<file path="config.mk">
export PLATFORM = sky130hd
export DESIGN_NAME = qsgmii_an_transmitter
export DESIGN_NICKNAME = d
export VERILOG_FILES = /design/src/rtl/qsgmii_an_transmitter.sv
export SDC_FILE = /design/constraint.sdc
export NUM_CORES = 1
export LEC_CHECK = 0
export CORE_ASPECT_RATIO = 1.2
export CORE_MARGIN = 2
export CORE_UTILIZATION = 55
export DETAILED_ROUTE_END_ITERATION = 16
export GPL_TIMING_DRIVEN = 0
export PLACE_DENSITY = 0.8
export SYNTH_ARGS = -nofsm -noshare
export SYNTH_HDL_FRONTEND = slang
export SYNTH_SLANG_ARGS = --single-unit
</file>
<file path="constraint.sdc">
create_clock -name tx_clk -period 3.45 [get_ports tx_clk]
set_input_delay 0.5175 -clock tx_clk [delete_from_list [all_inputs] [get_ports tx_clk]]
set_output_delay 0.5175 -clock tx_clk [all_outputs]
set_load 0.005 [all_outputs]
</file>
<file path="src/rtl/qsgmii_an_transmitter.sv">
// qsgmii_an_transmitter
//   Drives the 4-lane QSGMII TX word during clause-37 style autonegotiation.
//   Each port runs its own CONFIG -> ACK -> DATA sequence and sends /C1/,/C2/
//   config sets or /I2/ idles. All ports share one 2-bit phase counter, so
//   ordered sets stay aligned across lanes. Lane 0 carries K28.1 in place of
//   K28.5 as the QSGMII lane marker.
//
// Ports
//   tx_clk          SERDES TX word clock
//   rst             asynchronous active-high reset
//   port_link_up    per-port link state advertised in the config word
//   port_speed      per-port speed, port i in bits [2i+1:2i]
//   rx_cfg_ack      per-port level: partner is sending /C/ with ack set
//   restart_an      per-port single-cycle restart request
//   tx_data         encoder input, byte i is port i
//   tx_data_is_ctl  K flag per byte
//   an_done         per-port, high while the port is in DATA
//
// State | meaning
//   CONFIG | sending /C/ with ack=0, waiting for partner ack
//   ACK    | sending /C/ with ack=1, counting ACK_SETS sets
//   DATA   | negotiation complete, sending /I2/
module qsgmii_an_transmitter #(
  parameter int CONFIG_MIN_SETS = 8,
  parameter int ACK_SETS        = 16
) (
  input  logic        tx_clk,
  input  logic        rst,
  input  logic [3:0]  port_link_up,
  input  logic [7:0]  port_speed,
  input  logic [3:0]  rx_cfg_ack,
  input  logic [3:0]  restart_an,
  output logic [31:0] tx_data,
  output logic [3:0]  tx_data_is_ctl,
  output logic [3:0]  an_done
);

  typedef enum logic [1:0] {
    ST_CONFIG = 2'd0,
    ST_ACK    = 2'd1,
    ST_DATA   = 2'd2
  } an_state_t;

  localparam logic [4:0] MIN_C    = 5'(CONFIG_MIN_SETS);
  localparam logic [4:0] ACK_LAST = 5'(ACK_SETS - 1);
  localparam logic [4:0] CNT_MAX  = 5'd31;

  localparam logic [7:0] K28_5 = 8'hBC;
  localparam logic [7:0] K28_1 = 8'h3C;
  localparam logic [7:0] D21_5 = 8'hB5;
  localparam logic [7:0] D2_2  = 8'h42;
  localparam logic [7:0] D16_2 = 8'h50;

  logic [1:0]  phase_q, phase_d;
  an_state_t   state_q [4];
  an_state_t   state_d [4];
  logic [4:0]  cnt_q [4];
  logic [4:0]  cnt_d [4];
  logic [15:0] cfg_q [4];
  logic [15:0] cfg_d [4];
  logic [3:0]  c2_q, c2_d;       // next/current set is /C2/
  logic [3:0]  pend_q, pend_d;   // restart seen since last boundary
  logic [3:0]  chg_q, chg_d;     // link/speed differed at a phase-0 relatch
  logic [3:0]  link_q, link_d;
  logic [7:0]  speed_q, speed_d;
  logic        valid_q, valid_d; // link/speed latches hold real data

  logic [31:0] tx_data_q, tx_data_d;
  logic [3:0]  ctl_q, ctl_d;
  logic [3:0]  done_q, done_d;

  assign phase_d = phase_q + 2'd1;

  always_ff @(posedge tx_clk or posedge rst) begin
    if (rst) begin
      phase_q   <= 2'd0;
      c2_q      <= 4'd0;
      pend_q    <= 4'd0;
      chg_q     <= 4'd0;
      link_q    <= 4'd0;
      speed_q   <= 8'd0;
      valid_q   <= 1'b0;
      tx_data_q <= 32'hBCBC_BC3C;
      ctl_q     <= 4'hF;
      done_q    <= 4'd0;
      for (int i = 0; i < 4; i++) begin
        state_q[i] <= ST_CONFIG;
        cnt_q[i]   <= 5'd0;
        cfg_q[i]   <= 16'd0;
      end
    end else begin
      phase_q   <= phase_d;
      c2_q      <= c2_d;
      pend_q    <= pend_d;
      chg_q     <= chg_d;
      link_q    <= link_d;
      speed_q   <= speed_d;
      valid_q   <= valid_d;
      tx_data_q <= tx_data_d;
      ctl_q     <= ctl_d;
      done_q    <= done_d;
      for (int i = 0; i < 4; i++) begin
        state_q[i] <= state_d[i];
        cnt_q[i]   <= cnt_d[i];
        cfg_q[i]   <= cfg_d[i];
      end
    end
  end

  // Per-port next state. Inputs are relatched at phase 0; transitions are
  // only taken at phase 3 so a set is never cut short.
  always_comb begin
    logic [1:0] spd_in;
    logic       restart;
    logic       change;
    spd_in  = 2'd0;
    restart = 1'b0;
    change  = 1'b0;
    c2_d    = c2_q;
    pend_d  = pend_q | restart_an;
    chg_d   = chg_q;
    link_d  = link_q;
    speed_d = speed_q;
    valid_d = valid_q;
    for (int i = 0; i < 4; i++) begin
      state_d[i] = state_q[i];
      cnt_d[i]   = cnt_q[i];
      cfg_d[i]   = cfg_q[i];
    end

    if (phase_q == 2'd0) begin
      valid_d = 1'b1;
    end

    for (int i = 0; i < 4; i++) begin
      spd_in = port_speed[2*i +: 2];
      if (phase_q == 2'd0) begin
        // A change landing exactly on phase 0 would be hidden by the relatch,
        // so remember it for the coming boundary.
        chg_d[i] = valid_q & ((port_link_up[i] != link_q[i]) |
                              (spd_in != speed_q[2*i +: 2]));
        link_d[i]           = port_link_up[i];
        speed_d[2*i +: 2]   = spd_in;
        cfg_d[i] = {port_link_up[i], (state_q[i] != ST_CONFIG), 1'b0, 1'b1,
                    spd_in, 9'd0, 1'b1};
      end
      if (phase_q == 2'd3) begin
        restart = pend_q[i] | restart_an[i];
        change  = chg_q[i] | (port_link_up[i] != link_q[i]) |
                  (spd_in != speed_q[2*i +: 2]);
        pend_d[i] = 1'b0;
        chg_d[i]  = 1'b0;
        if (restart || change) begin
          state_d[i] = ST_CONFIG;
          cnt_d[i]   = 5'd0;
          c2_d[i]    = 1'b0;
        end else if (state_q[i] == ST_CONFIG && cnt_q[i] >= MIN_C &&
                     rx_cfg_ack[i] && link_q[i]) begin
          state_d[i] = ST_ACK;
          cnt_d[i]   = 5'd0;
          c2_d[i]    = ~c2_q[i];
        end else if (state_q[i] == ST_ACK && cnt_q[i] == ACK_LAST) begin
          state_d[i] = ST_DATA;
          c2_d[i]    = ~c2_q[i];
        end else if (state_q[i] == ST_ACK && !rx_cfg_ack[i]) begin
          state_d[i] = ST_CONFIG;
          cnt_d[i]   = 5'd0;
          c2_d[i]    = 1'b0;
        end else begin
          cnt_d[i] = (cnt_q[i] == CNT_MAX) ? CNT_MAX : cnt_q[i] + 5'd1;
          c2_d[i]  = ~c2_q[i];
        end
      end
    end
  end

  // Symbol selection for the current phase; registered into the output.
  always_comb begin
    logic [7:0] b;
    logic       k;
    b         = 8'd0;
    k         = 1'b0;
    tx_data_d = 32'd0;
    ctl_d     = 4'd0;
    done_d    = 4'd0;
    for (int i = 0; i < 4; i++) begin
      if (state_q[i] == ST_DATA) begin
        k = ~phase_q[0];
        b = phase_q[0] ? D16_2 : K28_5;
      end else begin
        k = (phase_q == 2'd0);
        case (phase_q)
          2'd0:    b = K28_5;
          2'd1:    b = c2_q[i] ? D2_2 : D21_5;
          2'd2:    b = cfg_q[i][7:0];
          default: b = cfg_q[i][15:8];
        endcase
      end
      if (i == 0 && k && b == K28_5) begin
        b = K28_1;
      end
      tx_data_d[8*i +: 8] = b;
      ctl_d[i]            = k;
      done_d[i]           = (state_q[i] == ST_DATA);
    end
  end

  assign tx_data        = tx_data_q;
  assign tx_data_is_ctl = ctl_q;
  assign an_done        = done_q;

endmodule
</file>
Yosys cells after proc, flatten, opt, wreduce, memory -nomap -nowiden

Cells that the tools add are included.

Reductions and logical operators: 51
Mux-type cells: 82
Bitwise logic cells: 26
Add/subtract/negate cells: 5
Eq/ne operators: 32
Magnitude comparators: 4

Operator list:

| cell                                                                                | number |
|---|---|
| 5-bit two-way mux                                                                   | 20 |
| 8-bit case mux with 3 select lines                                                  | 4 |
| 8-bit two-way mux                                                                   | 10 |
| 1-bit two-way mux                                                                   | 32 |
| 2-bit two-way mux                                                                   | 16 |
| 1-bit logical AND                                                                   | 21 |
| 5-bit by 1-bit adder with 5-bit output, second input constant                       | 4 |
| 5-bit by 4-bit equality test with 1-bit output, second input constant               | 4 |
| 5-bit equality test, second input constant                                          | 4 |
| 5-bit by 4-bit greater-or-equal comparator with 1-bit output, second input constant | 4 |
| 1-bit bitwise OR                                                                    | 16 |
| 2-bit AND reduction                                                                 | 8 |
| 4-bit nonzero test                                                                  | 4 |
| 2-bit equality test, second input constant                                          | 6 |
| 3-bit != test, second input constant                                                | 4 |
| 2-bit by 1-bit equality test with 1-bit output, second input constant               | 5 |
| 2-bit zero test                                                                     | 5 |
| 2-bit nonzero test                                                                  | 5 |
| 8-bit equality test, second input constant                                          | 1 |
| 2-bit != test                                                                       | 4 |
| 1-bit NOT                                                                           | 5 |
| 1-bit bitwise AND                                                                   | 4 |
| 1-bit zero test                                                                     | 4 |
| 1-bit logical OR                                                                    | 4 |
| other kinds (3)                                                                     | 6 |

Input bits: 22
Flip-flop bits (word level): 119
Logic and storage cells: 222
Output and inout port bits: 40

Depth between registers and ports, before layout

Gate-level depths: netlist of the first run.

Depth after elaboration: 6
Depth in mapped cells: 6
Depth with buffers taken out: 6

Worst setup path after synthesis of the first run

No wires, ideal clock.

Path type: register to register
Start: register phase_q[0]
End: register link_q[0]
Path buffers: 1
Stages on the path, launching flop included: 5
Clock period less this slack: 1600 ps
Data required time: 3325 ps
Data arrival time: 1475 ps
Setup time: 125 ps
Path slack: 1850 ps
Cells stage by stage: dfrtp_1 inv_1 ha_1 buf_1 mux2_2

Longest elaborated chain between the ends: 1

RTL lines:

| element                | RTL line | source |
|---|---|---|
| start, declared        | 54       | `logic [1:0] phase_q, phase_d;` |
| start signal, assigned | 92       | `phase_q <= phase_d;` |
| 2-bit zero test        | 137      | `if (phase_q == 2'd0) begin` |
| end signal, assigned   | 96       | `link_q <= link_d;` |
| end, declared          | 64       | `logic [3:0] link_q, link_d;` |

Every way passes these cells.
A chain may end at the register's enable or synchronous reset.

Final worst setup path of the first run

Start: register phase_q[0]
End: register cnt_q[6] in the netlist's numbering

Longest elaborated chain between the ends: 2

RTL lines:

| element                       | RTL line | source |
|---|---|---|
| 2-bit equality test           | 147      | `if (phase_q == 2'd3) begin` |
| 2-bit AND reduction (no line) | -        |  |
| end signal, assigned by index | 104      | `cnt_q[i] <= cnt_d[i];` |
| end, declared                 | 57       | `logic [4:0] cnt_q [4];` |

Every way passes these cells.

==> results.json, run 1 <==
{
  "postSynthCellCount": 452,
  "period_share_pct": 64.2,
  "ir_worst_vdd_uv": 197,
  "clkPwrFrac_pct": 39.6,
  "synth_top_flop_cell": "dfrtp_1",
  "place_ws_ns": 1.21,
  "top_layer": "met4",
  "whs_ns": 0.435,
  "cpMaxStageDelayCell": "dfrtp_1",
  "syn-num-nets": 485,
  "cts_hold_buf": 0,
  "htreeDepth": 3,
  "route.met3.wl_microns": 508,
  "drt_first_iter_violations": 221,
  "syn_area_sq_um": 4630,
  "core_area_sq_um": 8150,
  "ant_nets": 0,
  "internal-power_mw": 1.63,
  "power.total_mw": 2.12,
  "cts-root-buf": "clkbuf_8",
  "dr_wl_met2_mm": 5.51,
  "critPathArrivalTime_ns": 2.46,
  "reg2reg_setup_slack_ns": 1.23,
  "max_stage_delay_ns": 0.50,
  "worst-path-max-fanout": 10,
  "max_clock_freq_mhz": 451,
  "multi_input_area_sq_um": 1950,
  "post_cts.repair.setup_buffers": 0,
  "mostFrequentLayoutCells": "dfrtp_1 (76), clkdlybuf4s50_1 (61), a21oi_1 (53), nor2_1 (43), nand2_1 (36)",
  "post-dp-hpwl_mm": 7.57,
  "cp.required_ns": 3.70,
  "relSlewSlack_pct": 58.4,
  "final_max_slew_viol_count": 0,
  "grt_pass1_wl_mm": 17.9,
  "clockBufferDepth": 2,
  "finalHoldViolCount": 0,
  "synth_edf_count": 0,
  "status": "finished clean",
  "crit_start": "phase_q[0]",
  "via_per_inst": 5.92,
  "area_delta_synth_final_pct": 21.8,
  "cts_buffers": 9,
  "grt-ovfl-total": 0,
  "detail_route.wl_per_cell_microns": 17.0,
  "n_antenna_cell": 0,
  "cts.sinks": 99,
  "combPwrFrac_pct": 4.5,
  "fin_skew_ns": 0.00974,
  "via_count": 3814,
  "reg2regPathDepth": 5,
  "synthArstFlopShare_pct": 100,
  "min_path_type": "in2async",
  "route.detailed.drc": 0,
  "seqPwrFrac_pct": 55.9,
  "finalNetCount": 558,
  "fp-row-count": 36,
  "yosysTopAreaCell": "dfrtp_1",
  "grt_setup_unrepaired": "false",
  "p_leak_nw": 2.50,
  "r2r_start": "phase_q[0]",
  "routabilityCongestion": 0.902,
  "clkTransAtPathRegs_ns": 0.10,
  "start_util_pct": 56.7,
  "layout_setup_ws_ns": 1.23,
  "grtUsageTotal_pct": 25.2,
  "synth_seq_cells": 99,
  "dr.pass1.iters": 5,
  "period_needed_ns": 2.22,
  "finalSetupViolations": 0,
  "seqCellArea_sq_um": 2510,
  "insertion_delay_ns": 0.39,
  "n_fill_cell": 624,
  "antenna_found_initial": 0,
  "p_sw_share_pct": 23.2,
  "yosys-top-cells-area": "dfrtp_1 (41%), dfstp_2 (13%), a21oi_1 (5.7%)",
  "grt_start_max_net_pins": 77,
  "reg2reg_to": "cnt_q[6]",
  "drt-total-wl_mm": 11.0,
  "yosysWarnings": 0,
  "fp.dieW_microns": 87.7,
  "num_io_pins": 62,
  "cp-start-kind": "flop",
  "syn_avg_cell_area_sq_um": 10.2,
  "p_switching_mw": 0.491,
  "drive_above_1_share_pct": 13.4,
  "final_common_cell": "dfrtp_1",
  "grt_pass1_vias": 3741,
  "synth_top_area_share_pct": 41.1,
  "worstMarginPinSlew_ns": 0.624,
  "crit_type": "reg2reg",
  "maxCapViolCount": 0,
  "numPortBuffers": 61,
  "critPathCaptureType": "flop",
  "cts_tree": "done",
  "dieArea_sq_um": 9160,
  "synth.distinct_cells": 58,
  "ctsResizeCount": 0,
  "ys_seq_area_share_pct": 54.2,
  "die_h_microns": 104,
  "crit_chain": "ha_1 -> clkinv_1 -> clkbuf_1 -> a21oi_1 -> o32ai_1",
  "drt-met1-wl_mm": 4.59,
  "power_density_nw_per_um2": 377
}
-- state kept, by name, indices dropped and copies added (netlist names) --
name            flops
tx_data            32
phase_q             2
link_q              4
state_q             8
tx_data_is_ctl      4
speed_q             7
pend_q              4
chg_q               4
cnt_q              20
an_done             4
cfg_q               6
c2_q                4
-- synth_stat cells (3+ instances only) --
cell / number
dfrtp_1: 76
a21oi_1: 53
nor2_1: 43
nand2_1: 36
dfstp_2: 23
inv_1: 16
nand3_1: 16
mux2_2: 13
clkbuf_1: 12
ha_1: 11
nor3_1: 11
nand2b_1: 10
and3_1: 9
o21ai_0: 9
xnor2_1: 9
buf_2: 7
o22ai_1: 7
o31ai_1: 7
a22oi_1: 6
a31oi_1: 6
nor2b_1: 6
a32o_1: 5
nand4_1: 4
o21a_1: 4
and4b_1: 3
clkinv_1: 3
o32ai_1: 3
or3_1: 3
xor2_1: 3
-- worst max-delay path by stage --
stage | to | depth (start not counted) | slack (ns)
global route | cnt_q[6] | 5 | 1.10
floorplan | an_done[0] | 1 | 0.38
global placement | cnt_q[11] | 2 | -0.97
CTS | cnt_q[6] | 5 | 1.24
detailed placement | cnt_q[1] | 5 | 1.21
finish | cnt_q[6] | 5 | 1.23
-- per-layer routing --
| layer | GRT usage (%) | up-vias |
|---|---|---|
| met4 | 11.6 | 0 |
| li1 | - | 1765 |
| met1 | 31.5 | 1860 |
| met5 | 0 | - |
| met3 | 5.08 | 38 |
| met2 | 41.3 | 151 |
-- power groups by stage --
stage / sequential [mW] / clock [mW] / combinational [mW]
4_1_cts: 1.19 / 0.839 / 0.0967
3_5_place_dp: 1.21 / 0 / 0.0957
6_report: 1.19 / 0.841 / 0.0956
2_1_floorplan: 1.20 / 0 / 0.0491
3_3_place_gp: 1.21 / 0 / 0.0886
5_1_grt: 1.19 / 0.884 / 0.106
-- per-stage QoR --
stage,TNS (ns),instance area [sq um],std cells,utilization [%]
6_report,0,5630,644,69.1
4_1_cts,0,5630,644,69.1
5_1_grt,0,5630,644,69.1
3_5_place_dp,0,5410,628,66.3
2_1_floorplan,0,4630,452,-
3_3_place_gp,-73.62,5380,627,66.0
-- cell families after synthesis --
logic type | Yosys count | share of synthesized area [%]
and+or+nand+nor | 153 | 16.3
AOI/OAI and AO/OA | 122 | 17.2
DFF | 99 | 54.2
buffers and inverters | 41 | 3.68
muxes | 14 | 3.38
xor gates and xnor gates | 12 | 2.27
adders and majority gates | 11 | 2.98
-- critical path, delay by kind of cell, from the launching register on --
family	cells	cell delay [ns]
AO/OA/AOI/OAI	2	0.56
adder cells (fa/ha/maj)	1	0.24
flip-flops	1	0.50
buffers and inverters	2	0.77
-- layout make-up --
cell class,count,share of cell area (%)
plain buffers,22,1.75
clock buffers,9,2.20
clock inverters,7,1.78
inverters,19,1.31
multi-input cells,312,34.6
flip-flops and latches,99,44.5
well taps,114,2.53
repair buffers,62,11.3
Power figures use the tool's default switching activity.
==> run 2, diff against run 1 <==
Settings changed: CORE_UTILIZATION 55 to 50, PLACE_DENSITY 0.8 to 0.77.
Clock period 3.45 ns to 2 ns, I/O delays scaled along.
==> results.json, run 2 (synthesized netlist as in run 1, its figures left out) <==
{
  "status": "finished clean",
  "fin_area_sq_um": 5660,
  "drive_above_1_share_pct": 14.9,
  "r2r_start": "phase_q[0]",
  "grt-ovfl-total": 0,
  "cp_common_cell": "buf_2",
  "dpl_cell_area_sq_um": 5430,
  "whs_ns": 0.372,
  "post-place-cells": 635,
  "reg2reg_setup_slack_ns": 0.07,
  "n_antenna_cell": 0,
  "via_count": 3719,
  "relSlewSlack_pct": 54.1,
  "drt_first_iter_violations": 197,
  "clkTransAtPathRegs_ns": 0.09,
  "htreeDepth": 3,
  "cts_buffers": 9,
  "crit_chain": "ha_1 -> buf_2 -> buf_2 -> o21ai_0 -> a32o_1",
  "start_util_pct": 51.2,
  "fin_skew_ns": 0.00769,
  "critPathCaptureType": "flop",
  "routabilityCongestion": 0.849,
  "max_stage_delay_ns": 0.52,
  "final_core_util_pct": 62.7,
  "period_share_pct": 96.3,
  "ant_nets": 0,
  "grtUsageTotal_pct": 22.1,
  "cp-start-kind": "flop",
  "dieArea_sq_um": 10000,
  "mostFrequentLayoutCells": "dfrtp_1 (76), clkdlybuf4s50_1 (61), a21oi_1 (53), nor2_1 (43), nand2_1 (36)",
  "ir_worst_vdd_uv": 379,
  "core_area_sq_um": 9030,
  "finalSetupViolations": 0,
  "reg2reg_to": "cnt_q[10]",
  "multi_input_area_sq_um": 1950,
  "die_h_microns": 109,
  "clockBufferDepth": 2,
  "maxCapViolCount": 0,
  "cp_num_buf_inv": 2,
  "detail_route.wl_per_cell_microns": 16.3,
  "cts-root-buf": "clkbuf_8",
  "setup_tns_ns": 0,
  "finalNetCount": 559,
  "grt_pass1_vias": 3466,
  "reg2regPathDepth": 5,
  "finalHoldViolCount": 0,
  "cts_tree": "done",
  "p_leak_nw": 2.53,
  "crit_type": "reg2reg",
  "fp-row-count": 38,
  "grt_pass1_wl_mm": 17.1,
  "final_max_slew_viol_count": 0,
  "final_common_cell": "dfrtp_1",
  "cpMaxStageDelayCell": "dfrtp_1",
  "fin_cells": 651,
  "area_delta_synth_final_pct": 22.4,
  "cp.required_ns": 2.27,
  "antenna_found_initial": 0,
  "grt_start_max_net_pins": 37,
  "insertion_delay_ns": 0.38,
  "dr.pass1.iters": 5,
  "worstMarginPinSlew_ns": 0.688,
  "fp.dieW_microns": 91.8,
  "power_density_nw_per_um2": 638,
  "grt_setup_unrepaired": "false",
  "max_clock_freq_mhz": 519,
  "critPathArrivalTime_ns": 2.20,
  "largest_reg_flops": 32,
  "worst-path-max-fanout": 10,
  "min_path_type": "in2async",
  "numPortBuffers": 61,
  "post-dp-hpwl_mm": 7.73,
  "via_per_inst": 5.71,
  "seqCellArea_sq_um": 2510,
  "period_needed_ns": 1.93,
  "post_cts.repair.setup_buffers": 0,
  "n_fill_cell": 750,
  "drt-total-wl_mm": 10.6,
  "cp_top_family": "buffers and inverters",
  "route.detailed.drc": 0,
  "cts.sinks": 99,
  "num_io_pins": 62
}
run 2: cell count changes in the layout (fill, tap and decap cells not counted), sizes merged:
cell      before  now
clkinv         4    5
inv           17   15
buf           11   12
clkbuf        21   25
bufinv         2    1
clkinvlp       3    1
run 2: report_power, final:
group / internal (mW) / switching (mW) / total [mW] / leakage [nW]
combinational: 0.0802 / 0.0864 / 0.167 / 1.17
clock: 0.715 / 0.685 / 1.40 / 0.116
sequential: 2.03 / 0.0206 / 2.05 / 1.24
total: 2.82 / 0.792 / 3.61 / 2.53
run 2: cell type report:
class | count | area share [%]
clock buffer | 13 | 3.16
clock inverter | 3 | 0.774
timing repair buffer | 63 | 11.5
inverter | 19 | 1.35
sequential | 99 | 44.3
buffer | 22 | 1.86
tap | 120 | 2.65
multi-input combinational | 312 | 34.4
run 2: timing repair:
item                       4_1_cts  5_1_grt
gates resized for setup          5        3
pin swaps                        0        0
setup endpoints to repair       26        2
hold buffers                     0        0
run 2: per-layer routing:
layer / global-route usage [%] / vias to the layer above / wire length, microns
li1: - / 1763 / -
met2: 38.0 / 121 / 5370
met3: 3.43 / 24 / 472
met4: 10.0 / 0 / 299
met1: 27.9 / 1811 / 4480
met5: 0 / - / 0
run 2: stage by stage:
stage | setup slack [ns] | power [mW]
3_5_place_dp | -0.0902 | 2.25
5_1_grt | 0.00617 | 3.74
4_1_cts | 0.115 | 3.62
3_3_place_gp | -0.393 | 2.24
6_report | 0.0743 | 3.61
2_1_floorplan | 0.400 | 2.16
run 2: worst max path at each step:
stage                from                end  depth (start not counted)
2_1_floorplan  phase_q[0]          link_q[0]                          4
3_3_place_gp          rst          cnt_q[12]                          2
3_5_place_dp   phase_q[0]           cnt_q[5]                          5
4_1_cts        phase_q[0]  tx_data_is_ctl[3]                          6
5_1_grt        phase_q[0]        tx_data[11]                          5
6_report       phase_q[0]          cnt_q[10]                          5
